<file path="config.mk">
export PLATFORM = sky130hd
export DESIGN_NAME = gpr_write_arbiter
export DESIGN_NICKNAME = d
export VERILOG_FILES = /design/src/rtl/gpr_write_arbiter.sv
export SDC_FILE = /design/constraint.sdc
export NUM_CORES = 1
export LEC_CHECK = 0
export ABC_AREA = 0
export BUFFER_PORTS_ARGS = -buffer_cell sky130_fd_sc_hd__buf_4
export CORE_MARGIN = 10
export CORE_UTILIZATION = 35
export DETAILED_ROUTE_END_ITERATION = 7
export GPL_TIMING_DRIVEN = 0
export PLACE_DENSITY = 0.66
export SLEW_MARGIN = 5
export SYNTH_ARGS = -nofsm -noshare
export SYNTH_HDL_FRONTEND = slang
export SYNTH_SLANG_ARGS = --single-unit
</file>
<file path="constraint.sdc">
create_clock -name clock -period 1.7 [get_ports clock]
set_input_delay 0 -clock clock [delete_from_list [all_inputs] [get_ports clock]]
set_output_delay 0 -clock clock [all_outputs]
set_load 0.02 [all_outputs]
</file>
<file path="src/rtl/gpr_write_arbiter.sv">
// gpr_write_arbiter
//
// Shares the single write port of the general-purpose register file between
// requester A (ALU result) and requester B (memory load result). Requests are
// accepted over valid/ready handshakes. Contention is resolved by fixed
// priority (A over B) or, when the GPR_ARB_RR_EN macro is defined, by
// round-robin. The write port is driven from a registered output stage, so an
// accepted request appears on the register file inputs one cycle later.
//
// Build option:
//   GPR_ARB_RR_EN  defined   -> round-robin arbitration on contended cycles
//                  undefined -> fixed priority, A always wins
//
// Parameters:
//   DATA_W   width of the write data
//   ADDR_W   width of the register index
//   STALL_W  width of the saturating contention counter
//
// Ports:
//   clock           system clock, all state on the rising edge
//   reset           asynchronous, active-high
//   a_valid/a_reg/a_data/a_ready   requester A handshake and payload
//   b_valid/b_reg/b_data/b_ready   requester B handshake and payload
//   o_write_reg     register-file write index
//   o_write_data    register-file write data
//   o_write_enable  register-file write strobe (never asserted for r0)
//   o_stall_count   saturating count of cycles with both requesters valid
//   o_last_grant    winner of the most recent contended cycle (0 = A, 1 = B)

module gpr_write_arbiter #(
    parameter int DATA_W  = 32,
    parameter int ADDR_W  = 5,
    parameter int STALL_W = 8
) (
    input  logic                clock,
    input  logic                reset,

    input  logic                a_valid,
    input  logic [ADDR_W-1:0]   a_reg,
    input  logic [DATA_W-1:0]   a_data,
    output logic                a_ready,

    input  logic                b_valid,
    input  logic [ADDR_W-1:0]   b_reg,
    input  logic [DATA_W-1:0]   b_data,
    output logic                b_ready,

    output logic [ADDR_W-1:0]   o_write_reg,
    output logic [DATA_W-1:0]   o_write_data,
    output logic                o_write_enable,
    output logic [STALL_W-1:0]  o_stall_count,
    output logic                o_last_grant
);

    logic last_grant;
    logic prefer_a;
    logic prefer_b;
    logic a_fire;
    logic b_fire;
    logic contended;

    // In round-robin mode the requester that did not win the previous
    // contended cycle is preferred. last_grant resets to 1 (B), so A wins
    // the first contention after reset.
`ifdef GPR_ARB_RR_EN
    assign prefer_a = last_grant;
`else
    assign prefer_a = 1'b1;
`endif
    assign prefer_b = !prefer_a;

    // Each ready depends only on the other requester's valid and on the
    // preference, never on its own valid. Readies are forced low while reset
    // is held so nothing is consumed during reset.
    assign a_ready = !reset && !(b_valid && prefer_b);
    assign b_ready = !reset && !(a_valid && prefer_a);

    assign a_fire    = a_valid && a_ready;
    assign b_fire    = b_valid && b_ready;
    assign contended = a_valid && b_valid;

    // Output stage, contention counter and last-grant flop. A transfer to
    // register 0 is consumed but leaves the write strobe low, so r0 is never
    // written through this block. Without a transfer the strobe drops and
    // the index/data hold their previous values.
    always_ff @(posedge clock or posedge reset) begin
        if (reset) begin
            o_write_reg    <= '0;
            o_write_data   <= '0;
            o_write_enable <= 1'b0;
            o_stall_count  <= '0;
            last_grant     <= 1'b1;
        end else begin
            if (a_fire) begin
                o_write_reg    <= a_reg;
                o_write_data   <= a_data;
                o_write_enable <= (a_reg != '0);
            end else if (b_fire) begin
                o_write_reg    <= b_reg;
                o_write_data   <= b_data;
                o_write_enable <= (b_reg != '0);
            end else begin
                o_write_enable <= 1'b0;
            end

            // Only contended cycles move the grant history; the counter
            // stops at its maximum instead of wrapping.
            if (contended) begin
                last_grant <= prefer_b;
                if (o_stall_count != {STALL_W{1'b1}}) begin
                    o_stall_count <= o_stall_count + {{(STALL_W-1){1'b0}}, 1'b1};
                end
            end
        end
    end

    assign o_last_grant = last_grant;

endmodule

</file>
* Yosys cells after proc, flatten, opt, wreduce, memory -nomap -nowiden *
Index checks and enable logic that the tools add are counted.

storage, ports and cells
  register bits = 47
  input bits = 78
  output and inout bits = 49

operators by class
  $add $sub $neg = 1
  eq/ne operators = 1
  mux-type cells = 6
  reduce and logical (&&, ||, !) cells = 10

operators with widths
  operator             number
  $mux 32              2
  $mux 5               2
  $reduce_bool 5->1    2
  $add 8x1->8 const B  1
  $ne 8x8->1 const B   1
  $logic_and 1x1->1    4
  $logic_not 1->1      2
  $mux 1               2
  $reduce_and 2->1     1
  $reduce_bool 2->1    1

* Logic depth before layout (Yosys ltp) *
  depth after elaboration = 5
  gate-level depth with buffers = 6

* Least setup slack after synthesis *
OpenSTA, ideal clock, no wires.

  kind = register -> register
  start point = register o_stall_count[0]
  end point = register o_stall_count[1]
  arrival time = 1,379 ps
  required time = 1,575 ps
  path slack = 197 ps
  cell stages (with the launch flop) = 5
  buffers on the path = 0
  cells stage by stage = dfrtp_1 ha_1 nand3_1 o211ai_2 mux2_2

on the way
  cells in the longest elaborated chain, start to end = 2
  elaborated cells on any way between the ends = 3
  those cells by class = add/sub (1); eq/ne (1); reduce/logical (1)

RTL lines
  what                                                 line  RTL
  start: declaration                                   51    output logic [STALL_W-1:0] o_stall_count,
  start signal: assignment                             111   o_stall_count <= o_stall_count + {{(STALL_W-1){1'b0}}, 1'b1};
  branches (longest 2 deep; another with $add 8x1->8)  n/a

Several ways; the timed one is not identified.
A chain may end at the register's enable or synchronous reset.

* Worst setup path in the final report *
  start point = input reset
  end point = register o_write_data[28]

on the way
  cells in the longest elaborated chain, start to end = 4
  elaborated cells on any way between the ends = 6
  those cells by class = mux (1); reduce/logical (5)

RTL lines
  what                           line  RTL
  start: declaration             36    input logic reset,
  $logic_not 1->1 (no line) (*)  n/a
  $logic_and 1x1->1              76    assign b_ready = !reset && !(a_valid && prefer_a);
  $logic_and 1x1->1              79    assign b_fire = b_valid && b_ready;
  $reduce_bool 2->1 (no line)    n/a
  end signal: assignment         96    o_write_data <= a_data;
  end signal: assignment         100   o_write_data <= b_data;
  end: declaration               49    output logic [DATA_W-1:0] o_write_data,

Mark *: on every way between the ends. The rest lies on a longest branch, timed or not.

==> impl_metrics.env <==
export IMPL_fin_crit_sh_pct=94.6
export IMPL_drc=0
export IMPL_swShare_pct=32.3
export IMPL_grt_ovfl_total=0
export IMPL_synth_avg_cell_area_um2=10.9
export IMPL_insertion_delay_ps=300
export IMPL_crit_path_max_fanout=9
export IMPL_largest_reg_flops=32
export IMPL_clkTransAtPathRegs_ps=80
export IMPL_r2r_start="o_stall_count[0]$_DFFE_PP0P_"
export IMPL_worstRegToRegCells=4
export IMPL_drive_above_1_share_pct=37.8
export IMPL_num_vias=2312
export IMPL_p_seq_share_pct=41.7
export IMPL_io_pins=127
export IMPL_crit_top_cell="dlygate4sd3_1"
export IMPL_routabilityCongestion=0.711
export IMPL_max_slew_margin_pct=62.5
export IMPL_grt_setup_unrepaired="no"
export IMPL_hold_ws_ps=-5.12
export IMPL_fmax_ghz=0.622
export IMPL_grt_max_degree=26
export IMPL_post_place_ws_ps=267
export IMPL_track_usage_pct=16.0
export IMPL_rows=29
export IMPL_status="finished, violations left"
export IMPL_layout_setup_ws_ps=91.2
export IMPL_grt_pass1_wl_um=13100
export IMPL_port_buffers=125
export IMPL_routedWlPerCell_um=16.2
export IMPL_setup_viol=0
export IMPL_area_growth_pct=81.8
export IMPL_fp_dieW_um=101
export IMPL_clock_sinks=47
export IMPL_power_mw=3.54
export IMPL_tightest_slew_ps=562
export IMPL_start_util_pct=36.0
export IMPL_viasPerCell=4.71
export IMPL_cts_buffer_depth=2
export IMPL_violations="negative hold slack"
export IMPL_fin_nets=491
export IMPL_leakagePower_nw=1.98
export IMPL_drt_wl_total_um=7970
export IMPL_dr_pass1_iters=4
export IMPL_hold_path_startpoint="a_data[29]"
export IMPL_crit_arrival_ps=1790
export IMPL_holdPathStages=3
export IMPL_power_density_nw_per_um2=857
export IMPL_worstSetupEndpointType="flip-flop"
export IMPL_synth_cells=208
export IMPL_htreeDepth=2
export IMPL_p_clk_share_pct=22.6
export IMPL_synthesis_area_um2=2270
export IMPL_synth_nets=287
export IMPL_reg2reg_slack_ps=240
export IMPL_cts_tree="done"
export IMPL_ys_ff_latch=47
export IMPL_ant_nets=0
export IMPL_max_vdd_ir_drop_v=0.000523
export IMPL_critical_path_class="in -> reg"
export IMPL_cpMaxStageDelayCell="dlygate4sd3_1"
export IMPL_place_hpwl_um=5470
export IMPL_max_cap_violations=0
export IMPL_synth_seq_area_share_pct=51.8
export IMPL_min_period_ps=1610
export IMPL_switchingPower_mw=1.14
export IMPL_cts_resized=0
export IMPL_hold_viol_final=3
export IMPL_die_h_um=101
export IMPL_slew_viol_final=0
export IMPL_reg2reg_to="o_stall_count[1]$_DFFE_PP0P_"
export IMPL_hold_path_class="in -> reg"
export IMPL_combPwrFrac_pct=35.7
export IMPL_numCtsBuffers=5
export IMPL_grt_antenna_before_repair=1
export IMPL_crit_path_start_kind="input pin"
export IMPL_cpPeakStageDelay_ps=560
export IMPL_min_to="o_write_data[29]$_DFFE_PP0P_"
export IMPL_skew_ps=2.60
export IMPL_required_ps=1880
export IMPL_drtIter0Drc=42
export IMPL_n_fill_cell=514
export IMPL_cts_root_buf="clkbuf_8"
export IMPL_synth_cell_type_count=34
export IMPL_cp_cell_sequence="dlygate4sd3_1 -> buf_4 -> nor2b_4 -> buf_12 -> mux2i_1 -> dlygate4sd3_1 -> o21ai_0"
export IMPL_ys_warn_count=0
export IMPL_dieArea_um2=10100
export IMPL_coreArea_um2=6310
export IMPL_grt_pass1_vias=2596
export IMPL_internal_power_mw=2.40
## kinds of logic (layout without fill, tap and decap cells)
group	Yosys count	after routing	synth area share [%]
and+or+nand+nor	52	52	10.6
AOI/OAI and AO/OA	49	49	11.9
DFF	47	47	51.8
muxes	39	39	17.3
buffers and inverters	16	221	6.33
xor gates and xnor gates	4	4	1.54
adders and majority gates	1	1	0.550
other	0	1	0
## worst max-delay path by stage
stage,from,endpoint,slack (ps),cells past startpoint
2_1_floorplan,o_stall_count[0]$_DFFE_PP0P_,o_stall_count[1]$_DFFE_PP0P_,200,4
5_1_grt,reset,o_write_data[27]$_DFFE_PP0P_,20,7
4_1_cts,a_valid,o_write_data[27]$_DFFE_PP0P_,80,7
3_5_place_dp,o_stall_count[0]$_DFFE_PP0P_,o_stall_count[1]$_DFFE_PP0P_,270,4
6_report,reset,o_write_data[28]$_DFFE_PP0P_,90,7
3_3_place_gp,reset,a_ready,-260,3
## synthesized netlist by cell type
master	number	area share (%)
or4_1	1	0.33
nor2b_4	1	0.60
nand2_1	39	6.4
and3_1	1	0.28
and4_1	1	0.39
and4_4	1	0.50
nor2_1	2	0.33
and4_2	1	0.44
a31oi_1	2	0.55
o21ai_1	30	6.6
mux2_2	1	0.50
a21boi_0	2	0.66
o21ai_0	8	1.8
xnor2_1	4	1.5
dfstp_2	1	1.2
dfrtp_1	46	51
nand3_1	1	0.22
buf_2	4	0.88
o211ai_1	2	0.66
inv_1	3	0.50
a221oi_1	1	0.39
nand4_1	3	0.83
a21oi_1	2	0.44
buf_6	1	0.50
o21bai_1	1	0.33
buf_12	4	3.5
clkbuf_1	1	0.16
mux2_1	1	0.50
buf_4	1	0.33
nor4_1	1	0.28
clkbuf_2	2	0.44
o211ai_2	1	0.55
mux2i_1	37	16
ha_1	1	0.55
## cell type report
class                      count  area [µm²]  share of cell area, %
buffer                        13         133                   3.21
inverter                       3        11.3                  0.272
clock inverter                 1        30.0                  0.726
multi-input combinational    145         953                   23.0
clock buffer                   7        76.3                   1.85
timing repair buffer         197        1660                   40.0
antenna                        1        2.50                 0.0605
tap                           77        96.3                   2.33
sequential                    47        1180                   28.5
## routing by layer
| layer | global-route usage [%] | wire length, µm |
|---|---|---|
| met4 | 3.91 | 102 |
| met2 | 28.4 | 4120 |
| met3 | 6.58 | 682 |
| met5 | 0 | 0 |
| met1 | 17.1 | 3070 |
## stage by stage
stage	std cells	TNS [ps]	utilization, %	area [µm²]	hold WS [ps]
global route	491	0	65.5	4140	2.83
floorplan	208	0	-	2270	70.4
global placement	410	-10470	52.4	3310	206
finish	491	0	65.5	4140	-5.12
detailed placement	411	0	52.7	3330	138
CTS	485	0	64.9	4100	1.46
## power by group through the flow
stage | Combinational, mW | Sequential (mW) | Clock [mW]
6_report | 1.26 | 1.48 | 0.802
5_1_grt | 1.38 | 1.51 | 0.876
4_1_cts | 1.27 | 1.48 | 0.826
3_5_place_dp | 1.14 | 1.50 | 0
3_3_place_gp | 1.13 | 1.49 | 0
2_1_floorplan | 0.350 | 1.71 | 0
## critical path: cells and delay by family
kind            cells  cell delay (ps)
compound gates      1               70
simple gates        1              120
mux                 1              180
buf+inv             4             1420
## cell usage in the layout (no fill, tap or decap), drive strengths merged
master | Yosys | final
o21bai | 1 | 1
clkbuf | 3 | 10
xnor2 | 4 | 4
a31oi | 2 | 2
a21oi | 2 | 2
dfrtp | 46 | 46
nand4 | 3 | 3
o21ai | 38 | 38
or4 | 1 | 1
and3 | 1 | 1
bufinv | 0 | 1
a21boi | 2 | 2
mux2i | 37 | 37
buf | 10 | 141
nor4 | 1 | 1
and4 | 3 | 3
a221oi | 1 | 1
ha | 1 | 1
dfstp | 1 | 1
nor2 | 2 | 2
nor2b | 1 | 1
diode | 0 | 1
nand3 | 1 | 1
inv | 3 | 3
o211ai | 3 | 3
mux2 | 2 | 2
nand2 | 39 | 39
dlygate4sd3 | 0 | 66
## timing repair
| action | CTS | global route |
|---|---|---|
| endpoints found under the setup margin | 0 | 3 |
| hold buffers | 66 | 1 |
| buffers inserted | 0 | 5 |
| endpoints found under the hold margin | 56 | 1 |
No activity file was read; power rests on OpenSTA's default activity.
